### config.mk
export PLATFORM = sky130hd
export DESIGN_NAME = jtdd_sdram_ctrl
export DESIGN_NICKNAME = d
export VERILOG_FILES = /design/src/rtl/jtdd_sdram_ctrl.sv
export SDC_FILE = /design/constraint.sdc
export NUM_CORES = 1
export LEC_CHECK = 0
export CELL_PAD_IN_SITES_DETAIL_PLACEMENT = 1
export CELL_PAD_IN_SITES_GLOBAL_PLACEMENT = 1
export CORE_MARGIN = 3
export CORE_UTILIZATION = 33
export CTS_BUF_LIST = sky130_fd_sc_hd__clkbuf_4 sky130_fd_sc_hd__clkbuf_8 sky130_fd_sc_hd__clkbuf_16
export CTS_CLUSTER_DIAMETER = 120
export DETAILED_ROUTE_END_ITERATION = 8
export HOLD_SLACK_MARGIN = 0.03
export PLACE_DENSITY_LB_ADDON = 0.3
export SYNTH_ARGS = -nofsm -noshare
export SYNTH_HDL_FRONTEND = slang
export SYNTH_SLANG_ARGS = --single-unit
### constraint.sdc
create_clock -name clk -period 2.4 [get_ports clk]
set_clock_uncertainty 0.2 [all_clocks]
set_input_delay 0.6 -clock clk [delete_from_list [all_inputs] [get_ports clk]]
set_output_delay 0.6 -clock clk [all_outputs]
set_load 0.005 [all_outputs]
### src/rtl/jtdd_sdram_ctrl.sv
// SDRAM controller for the game core: serves 32-bit ROM reads (2-word bursts)
// and masked byte writes from the ROM downloader, and runs power-up
// initialisation and periodic auto refresh. Every pin output is registered.
module jtdd_sdram_ctrl #(
  parameter int CL          = 2,
  parameter int TRCD        = 2,
  parameter int TRP         = 2,
  parameter int TRFC        = 4,
  parameter int INIT_WAIT   = 9600,
  parameter int REFRESH_CYC = 374
) (
  input  logic        clk,
  input  logic        rst,
  output logic        loop_rst,
  input  logic        downloading,
  input  logic [21:0] prog_addr,
  input  logic [7:0]  prog_data,
  input  logic [1:0]  prog_mask,
  input  logic        prog_we,
  input  logic        sdram_req,
  input  logic [21:0] sdram_addr,
  output logic        sdram_ack,
  output logic [31:0] data_read,
  output logic        data_rdy,
  input  logic        refresh_en,
  output logic [12:0] sd_a,
  output logic [1:0]  sd_ba,
  output logic        sd_ncs,
  output logic        sd_nras,
  output logic        sd_ncas,
  output logic        sd_nwe,
  output logic [1:0]  sd_dqm,
  output logic        sd_cke,
  input  logic [15:0] sd_dq_in,
  output logic [15:0] sd_dq_out,
  output logic        sd_dq_oe
);

  localparam int CW = ($clog2(INIT_WAIT + 1) > 4) ? $clog2(INIT_WAIT + 1) : 4;
  localparam int RW = $clog2(REFRESH_CYC + 1);

  localparam logic [2:0] CMD_NOP = 3'b111;
  localparam logic [2:0] CMD_ACT = 3'b011;
  localparam logic [2:0] CMD_RD  = 3'b101;
  localparam logic [2:0] CMD_WR  = 3'b100;
  localparam logic [2:0] CMD_PRE = 3'b010;
  localparam logic [2:0] CMD_REF = 3'b001;
  localparam logic [2:0] CMD_MRS = 3'b000;

  // Burst length 2, sequential, CAS latency CL
  localparam logic [12:0]   MODE     = {3'b000, 1'b0, 2'b00, 3'(CL), 1'b0, 3'b001};
  localparam logic [CW-1:0] LD_INIT  = CW'(INIT_WAIT);
  localparam logic [CW-1:0] LD_TRCD  = CW'(TRCD - 1);
  localparam logic [CW-1:0] LD_TRP   = CW'(TRP - 1);
  localparam logic [CW-1:0] LD_TRFC  = CW'(TRFC - 1);
  localparam logic [CW-1:0] LD_CL    = CW'(CL);
  // Write recovery: one tWR cycle after the masked second word, then TRP
  localparam logic [CW-1:0] LD_WREC  = CW'(TRP);
  localparam logic [CW-1:0] LD_MRSW  = CW'(1);
  localparam logic [RW-1:0] REF_MAX  = RW'(REFRESH_CYC);

  typedef enum logic [3:0] {
    S_INIT_NOP, S_INIT_PRE, S_INIT_REF1, S_INIT_REF2, S_INIT_MRS,
    S_IDLE, S_RD_RCD, S_RD_CAS, S_RD_W1, S_WR_RCD, S_WR_D2, S_WR_REC, S_REF
  } state_t;

  state_t        state_q, state_d;
  logic [CW-1:0] cnt_q, cnt_d;
  logic [RW-1:0] rcnt_q, rcnt_d;
  logic          wr_pend_q, wr_pend_d;
  logic [21:0]   wr_addr_q, wr_addr_d;
  logic [7:0]    wr_data_q, wr_data_d;
  logic [1:0]    wr_mask_q, wr_mask_d;
  logic [21:0]   addr_q, addr_d;
  logic [15:0]   w0_q, w0_d;
  logic [2:0]    cmd_q, cmd_d;
  logic [12:0]   a_q, a_d;
  logic [1:0]    dqm_q, dqm_d;
  logic [15:0]   dq_out_q, dq_out_d;
  logic          dq_oe_q, dq_oe_d;
  logic          cke_q, cke_d;
  logic          ncs_q, ncs_d;
  logic          ack_q, ack_d;
  logic          rdy_q, rdy_d;
  logic [31:0]   rd_data_q, rd_data_d;
  logic          loop_rst_q, loop_rst_d;
  logic          ref_due;

  assign ref_due = (rcnt_q == REF_MAX);

  // Next-state, command and pin values for the following cycle
  always_comb begin
    state_d    = state_q;
    cnt_d      = cnt_q;
    addr_d     = addr_q;
    w0_d       = w0_q;
    cmd_d      = CMD_NOP;
    a_d        = 13'd0;
    dqm_d      = 2'b00;
    dq_out_d   = dq_out_q;
    dq_oe_d    = 1'b0;
    cke_d      = 1'b1;
    ncs_d      = 1'b0;
    ack_d      = 1'b0;
    rdy_d      = 1'b0;
    rd_data_d  = rd_data_q;
    loop_rst_d = loop_rst_q;
    if (ref_due) begin
      rcnt_d = rcnt_q;
    end else begin
      rcnt_d = rcnt_q + 1'b1;
    end
    // A new download strobe always overwrites the pending write latch
    if (prog_we) begin
      wr_pend_d = 1'b1;
      wr_addr_d = prog_addr;
      wr_data_d = prog_data;
      wr_mask_d = prog_mask;
    end else begin
      wr_pend_d = wr_pend_q;
      wr_addr_d = wr_addr_q;
      wr_data_d = wr_data_q;
      wr_mask_d = wr_mask_q;
    end

    case (state_q)
      S_INIT_NOP: begin
        dqm_d = 2'b11;
        if (cnt_q == '0) begin
          cmd_d   = CMD_PRE;
          a_d     = 13'h0400;
          cnt_d   = LD_TRP;
          state_d = S_INIT_PRE;
        end else begin
          cnt_d = cnt_q - 1'b1;
        end
      end
      S_INIT_PRE, S_INIT_REF1: begin
        dqm_d = 2'b11;
        if (cnt_q == '0) begin
          cmd_d   = CMD_REF;
          rcnt_d  = '0;
          cnt_d   = LD_TRFC;
          state_d = (state_q == S_INIT_PRE) ? S_INIT_REF1 : S_INIT_REF2;
        end else begin
          cnt_d = cnt_q - 1'b1;
        end
      end
      S_INIT_REF2: begin
        dqm_d = 2'b11;
        if (cnt_q == '0) begin
          cmd_d   = CMD_MRS;
          a_d     = MODE;
          cnt_d   = LD_MRSW;
          state_d = S_INIT_MRS;
        end else begin
          cnt_d = cnt_q - 1'b1;
        end
      end
      S_INIT_MRS: begin
        dqm_d = 2'b11;
        if (cnt_q == '0) begin
          state_d    = S_IDLE;
          loop_rst_d = 1'b0;
        end else begin
          cnt_d = cnt_q - 1'b1;
        end
      end
      S_IDLE: begin
        if (wr_pend_q) begin
          cmd_d     = CMD_ACT;
          a_d       = wr_addr_q[21:9];
          addr_d    = wr_addr_q;
          wr_pend_d = prog_we;
          cnt_d     = LD_TRCD;
          state_d   = S_WR_RCD;
        end else if (ref_due && (refresh_en || downloading)) begin
          cmd_d   = CMD_REF;
          rcnt_d  = '0;
          cnt_d   = LD_TRFC;
          state_d = S_REF;
        end else if (sdram_req && !downloading) begin
          cmd_d   = CMD_ACT;
          a_d     = sdram_addr[21:9];
          addr_d  = sdram_addr;
          ack_d   = 1'b1;
          cnt_d   = LD_TRCD;
          state_d = S_RD_RCD;
        end else begin
          state_d = S_IDLE;
        end
      end
      S_RD_RCD: begin
        if (cnt_q == '0) begin
          cmd_d   = CMD_RD;
          a_d     = {2'b00, 1'b1, 1'b0, addr_q[8:0]};
          cnt_d   = LD_CL;
          state_d = S_RD_CAS;
        end else begin
          cnt_d = cnt_q - 1'b1;
        end
      end
      S_RD_CAS: begin
        if (cnt_q == '0) begin
          w0_d    = sd_dq_in;
          state_d = S_RD_W1;
        end else begin
          cnt_d = cnt_q - 1'b1;
        end
      end
      S_RD_W1: begin
        rd_data_d = {sd_dq_in, w0_q};
        rdy_d     = 1'b1;
        state_d   = S_IDLE;
      end
      S_WR_RCD: begin
        if (cnt_q == '0) begin
          cmd_d    = CMD_WR;
          a_d      = {2'b00, 1'b1, 1'b0, addr_q[8:0]};
          dq_oe_d  = 1'b1;
          dq_out_d = {wr_data_q, wr_data_q};
          dqm_d    = wr_mask_q;
          state_d  = S_WR_D2;
        end else begin
          cnt_d = cnt_q - 1'b1;
        end
      end
      S_WR_D2: begin
        // Second burst word is masked off entirely
        dq_oe_d = 1'b1;
        dqm_d   = 2'b11;
        cnt_d   = LD_WREC;
        state_d = S_WR_REC;
      end
      S_WR_REC, S_REF: begin
        if (cnt_q == '0) begin
          state_d = S_IDLE;
        end else begin
          cnt_d = cnt_q - 1'b1;
        end
      end
      default: begin
        state_d    = S_INIT_NOP;
        cnt_d      = LD_INIT;
        loop_rst_d = 1'b1;
      end
    endcase
  end

  // State, latches and registered pins; synchronous reset restarts initialisation
  always_ff @(posedge clk) begin
    if (rst) begin
      state_q    <= S_INIT_NOP;
      cnt_q      <= LD_INIT;
      rcnt_q     <= '0;
      wr_pend_q  <= 1'b0;
      wr_addr_q  <= 22'd0;
      wr_data_q  <= 8'd0;
      wr_mask_q  <= 2'b11;
      addr_q     <= 22'd0;
      w0_q       <= 16'd0;
      cmd_q      <= CMD_NOP;
      a_q        <= 13'd0;
      dqm_q      <= 2'b11;
      dq_out_q   <= 16'd0;
      dq_oe_q    <= 1'b0;
      cke_q      <= 1'b0;
      ncs_q      <= 1'b1;
      ack_q      <= 1'b0;
      rdy_q      <= 1'b0;
      rd_data_q  <= 32'd0;
      loop_rst_q <= 1'b1;
    end else begin
      state_q    <= state_d;
      cnt_q      <= cnt_d;
      rcnt_q     <= rcnt_d;
      wr_pend_q  <= wr_pend_d;
      wr_addr_q  <= wr_addr_d;
      wr_data_q  <= wr_data_d;
      wr_mask_q  <= wr_mask_d;
      addr_q     <= addr_d;
      w0_q       <= w0_d;
      cmd_q      <= cmd_d;
      a_q        <= a_d;
      dqm_q      <= dqm_d;
      dq_out_q   <= dq_out_d;
      dq_oe_q    <= dq_oe_d;
      cke_q      <= cke_d;
      ncs_q      <= ncs_d;
      ack_q      <= ack_d;
      rdy_q      <= rdy_d;
      rd_data_q  <= rd_data_d;
      loop_rst_q <= loop_rst_d;
    end
  end

  assign loop_rst  = loop_rst_q;
  assign sdram_ack = ack_q;
  assign data_rdy  = rdy_q;
  assign data_read = rd_data_q;
  assign sd_a      = a_q;
  assign sd_ba     = 2'b00;
  assign sd_ncs    = ncs_q;
  assign sd_nras   = cmd_q[2];
  assign sd_ncas   = cmd_q[1];
  assign sd_nwe    = cmd_q[0];
  assign sd_dqm    = dqm_q;
  assign sd_cke    = cke_q;
  assign sd_dq_out = dq_out_q;
  assign sd_dq_oe  = dq_oe_q;

endmodule

; ---- Word-level counts from Yosys, hierarchy flattened
; Cells that the tools add are included.
[totals]
in_bits = 76
romBits = 0
memories = 0
ramBits = 0
latch_bits = 0
register_bits = 157
[classes]
shifts = 0
multipliers = 0
reduce_logical = 21
muxes = 57
n_lt_le_gt_ge = 0
bitwise_logic = 3
addsub = 2
n_eq_ne = 24
div_mod_pow = 0
[ops]
columns = op, count
row1 = 14-bit two-way mux, 7
row2 = 14-bit case mux with 7 select lines, 1
row3 = 9-bit two-way mux, 7
row4 = 13-bit case mux with 4 select lines, 1
row5 = 4-bit case mux with 10 select lines, 1
row6 = 13-bit two-way mux, 3
row7 = 4-bit two-way mux, 9
row8 = 11-bit two-way mux, 2
row9 = "4-bit == test, second input constant", 5
row10 = 3-bit two-way mux, 6
row11 = "2-bit != test, second input constant", 9
row12 = 3-bit case mux with 6 select lines, 1
row13 = 9-bit case mux with 2 select lines, 1
row14 = "4-bit by 3-bit == test with 1-bit output, second input constant", 4
row15 = 14-bit logical NOT, 1
row16 = "14-bit by 1-bit subtractor with 14-bit output, second input constant", 1
row17 = 12-bit OR reduction, 1
row18 = 1-bit two-way mux, 10
row19 = "9-bit by 1-bit adder with 9-bit output, second input constant", 1
row20 = "9-bit == test, second input constant", 1
row21 = "4-bit by 2-bit == test with 1-bit output, second input constant", 2
row22 = 2-bit two-way mux, 4
row23 = 7-bit AND reduction, 1
row24 = 6-bit two-way mux, 1
row25 = 18 further kinds, 27

; ---- Logic depth before layout (Yosys ltp)
[depth]
ltp_word = 6
depth_mapped = 11

; ---- Worst setup path after synthesis
; No wires, ideal clock.
[synth_timing]
path_kind = flip-flop to flip-flop
from = register rcnt_q[0]
to = register cnt_q[4]
setup_ns = 0.070
arrival_time_ns = 1.932
required_ns = 2.130
stages_incl_launch_ff = 10
path_slack_ns = 0.198
path_buffers = 1
cell_sequence = dfxtp_1 > inv_1 > ha_1 > and4bb_1 > and4b_1 > buf_6 > o31ai_4 > or2_1 > or4_1 > a21oi_1
[synth_via]
elab_chain_cells = 5
word_cells_on_any_way = 7
classes_between = eq/ne (2) / mux (3) / reduce/logical (2)
[synth_lines]
columns = element, line
row1 = from (decl), 69  ; logic [RW-1:0] rcnt_q, rcnt_d;
row2 = from (signal assigned), 276  ; rcnt_q <= rcnt_d;
row3 = 9-bit == test (*), 89  ; assign ref_due = (rcnt_q == REF_MAX);
row4 = 1-bit logical AND (*), 177  ; end else if (ref_due && (refresh_en || downloading)) begin
row5 = 14-bit two-way mux, 177
row6 = 14-bit two-way mux, 170  ; if (wr_pend_q) begin
row7 = 14-bit case mux with 7 select lines, 126  ; case (state_q)
row8 = to (signal assigned), 275  ; cnt_q <= cnt_d;
row9 = to (decl), 68  ; logic [CW-1:0] cnt_q, cnt_d;
; Mark *: on every way between the ends. The rest lies on a longest branch, timed or not.
; A chain may end at the register's enable or synchronous reset.

; ---- Worst setup path in the final report
[layout_timing]
from = input downloading
to = register cnt_q[4]
[layout_via]
elab_chain_cells = 5
word_cells_on_any_way = 9
classes_between = eq/ne (1) / mux (3) / reduce/logical (5)
[layout_lines]
columns = element, line
row1 = from (decl), 15  ; input logic downloading,
row2 = 1-bit logical OR, 177
row3 = 1-bit logical AND, 177
row4 = 14-bit two-way mux, 177
row5 = 14-bit two-way mux, 170
row6 = 14-bit case mux with 7 select lines, 126
; Parallel ways exist; a longest one is shown, timed or not.

==> results.md <==
- Final layout net count: 1033
- Die area: 21200 um^2
- CTS tree: yes
- H-tree depth: 4
- Critical path endpoint category: flop
- Critical R2R Capture: cnt_q[7]
- Iteration-0 DRC count of the detailed router: 248
- Fin. Hold Viols: 0
- Max Cap Viol: 0
- Area taken by multi-input logic gates: 3150 um^2
- Fin. max-slew vios: 0
- Sw Ratio: 25.7%
- Sequential power share: 46.4%
- CTS clk-pin slew, worst paths: 70 ps
- Gpl congestion: 0.866
- Final Setup Violations: 0
- Root Driver: clkbuf_16
- # DRC: 0
- Die Y: 146 um
- Vias: 6095
- Hold slack final: 252 ps
- Largest net degree at the start of global routing: 47
- Switch Pwr: 1.43 mW
- CP endpoint: cnt_q[4]
- Gate Count Post-Synth: 777
- Antenna-violating nets left: 0
- Maximum VDD drop: 479 uV
- Static leakage: 3.42 nW
- Outcome: finished, final reports clean
- Die Wd: 146 um
- Clock latency at the later pin of the worst-skew pair: 420 ps
- Register area: 2990 um^2
- Clk buf depth: 2
- Clock sinks: 149
- PortBufs: 147
- Most frequent cells in the layout: nand2_1, dfxtp_1, clkdlybuf4s50_1
- Initial antenna violation count: 0
- HPWL Detailed: 14.7 mm
- Startpoint type of the worst setup path: primary input
- Top FF cell, synth: dfxtp_1
- Internal: 4.15 mW
- Synthesized area: 6440 um^2
- Clock network fraction of design power: 45.2%
- Total CTS buffers: 17
- Share of the cycle needed by the critical path after routing: 95.7%
- Synth Warn #: 0
- Vias in the first global route: 6357
- Routed WL per cell: 16.5 um
- Critical Path Start: downloading
- WP data required: 2560 ps
- Fraction of layout cells with a size suffix above 1: 13.0%
- Diode count: 0
- Final WL: 20.3 mm
- Most common cell after layout, fill and taps aside: nand2_1
- Fmax: 435 MHz
- Crit path kind: primary input to flop
- Reg2reg setup slack: 120 ps
- Sequential element share of the synthesized area: 46.3%
- FFs w/ async S/R, synth: 0%
- Total track usage: 19.0%
- # rows: 50
- Max_slew headroom: 63.5%
- CP Data Arrival Time: 2460 ps
- Flop and latch count out of synthesis: 149
- RR Startpoint: cnt_q[0]
- Starting Density: 34.0%
- Reg2reg path depth: 9
- Least-Margin Pin Slew: 546 ps
- Gate power share: 8.4%
- Crit Path Max Fanout: 4
- Drt pass-1 iters: 4
- Avg Synthesized Cell Area: 8.29 um^2
- Distinct cells, synth: 63
- Hold WC Path Type: flop to flop
- Power per cell area: 613 nW/um^2
- First-pass GRT wire length: 33.1 mm
- Fillers: 2240
- Hold_sp: w0_q[3]
- Post-synth EDFFs: 0
- Tmin final: 2300 ps
- Core box area: 19000 um^2
- DR vias/cell: 4.97
- Congestion Overflow GR: 0
- Finished Core Util: 48.1%
- P&R area growth vs syn: 41.5%
- I/O Pins: 150
[kinds of logic (layout without fill, tap and decap cells)]
kind of cell | count (synthesis) | in the layout | synth area share, %
simple gates | 319 | 319 | 22.7
compound gates | 181 | 181 | 16.9
flops | 149 | 149 | 46.3
buf+inv | 71 | 259 | 5.34
mux | 44 | 44 | 6.86
xor+xnor | 8 | 8 | 1.09
fa+ha+maj | 4 | 4 | 0.777
other cells | 1 | 2 | 0.0582
[power by group through the flow]
stage                     registers, mW  clock network [mW]  logic, mW
after floorplan                    2.63                   0      0.234
after global placement             2.64                   0      0.452
after detailed placement           2.65                   0      0.463
after CTS                          2.59                2.59      0.468
after global routing               2.60                2.71      0.507
final                              2.59                2.53      0.468
[Yosys cell counts (all sizes together) (2+ instances only)]
cell type	n	area (um^2)
and4bb	2	25.0
buf	33	201
nand3	14	82.6
ha	4	50.1
xnor2	4	35.0
nand4	4	25.0
xor2	4	35.0
a21o	4	30.0
nor3	14	70.1
a211o	4	35.0
or2	2	12.5
a21oi	95	475
nand2b	9	58.8
a31oi	2	12.5
o22ai	2	12.5
clkbuf	31	116
o41ai	2	17.5
dfxtp	149	2980
mux2i	43	430
and4	2	17.5
and3	6	37.5
nor4	8	77.6
nor2	80	303
inv	7	26.3
nand4b	3	26.3
a22oi	12	90.1
nor2b	8	50.1
nand2	155	582
o21ai	30	150
or4	3	26.3
a211oi	10	75.1
a32o	2	20.0
o31ai	2	28.8
a221o	4	40.0
o21a	3	22.5
or3	4	25.0
o32ai	2	17.5
[metrics by stage]
| stage | cell area (um^2) | setup WS, ps | instances | TNS, ps | total power, mW |
|---|---|---|---|---|---|
| detailed placement | 8520 | -332 | 1193 | -5900 | 3.11 |
| finish | 9110 | 103 | 1226 | 0 | 5.59 |
| global placement | 8520 | -306 | 1193 | -3920 | 3.10 |
| CTS | 9080 | 9.44 | 1226 | 0 | 5.65 |
| floorplan | 6440 | 198 | 778 | 0 | 2.86 |
| global route | 9110 | -11.2 | 1226 | -11.2 | 5.82 |
[metal layers]
metal  wire, um  vias to the layer above  GRT usage, %
met4        296                        0          5.37
met5          0                        -             0
li1           -                     3014             -
met3        935                       23          4.48
met1       8990                     2918          23.6
met2      10000                      140          32.8
[layout make-up]
cell class	count	area share [%]
Timing Repair Buffer	220	22.6
Inverter	7	0.288
Sequential cell	149	32.8
Clock inverter	15	1.50
Tap cell	260	3.57
Multi-Input combinational cell	558	34.6
Clock buffer	17	4.67
[worst max-delay path: stages]
cell             delay, ps
clkdlybuf4s50_1        470
nor2_1                  60
and4b_2                310
o31ai_4                 80
or2_1                  280
or4_1                  520
a21oi_1                140
[worst min path at each step]
| stage | cells past startpoint | endpoint | slack, ps |
|---|---|---|---|
| after floorplan | 1 | sd_dqm[0] | 230 |
| after global placement | 2 | data_read[0] | 240 |
| after detailed placement | 1 | sd_dqm[0] | 240 |
| after CTS | 2 | data_read[3] | 250 |
| after global routing | 1 | sd_ncs | 260 |
| final | 2 | data_read[3] | 250 |
[flip-flops by register name (all words and copies together), names as in the netlist, 2 cells and up]
| name | count |
|---|---|
| data_read | 32 |
| wr_addr_q | 22 |
| w0_q | 16 |
| cnt_q | 14 |
| sd_a | 13 |
| addr_q | 9 |
| rcnt_q | 9 |
| sd_dq_out | 8 |
| wr_data_q | 8 |
| state_q | 4 |
| cmd_q | 3 |
| sd_dqm | 2 |
| wr_mask_q | 2 |
[repair_timing]
item	CTS	global route
hold endpoints to repair	0	0
hold buffers	0	0
pin swaps	1	0
buffers inserted	1	0
endpoints found under the setup margin	8	51
resized for setup	0	8
(Power assumes the default switching activity.)
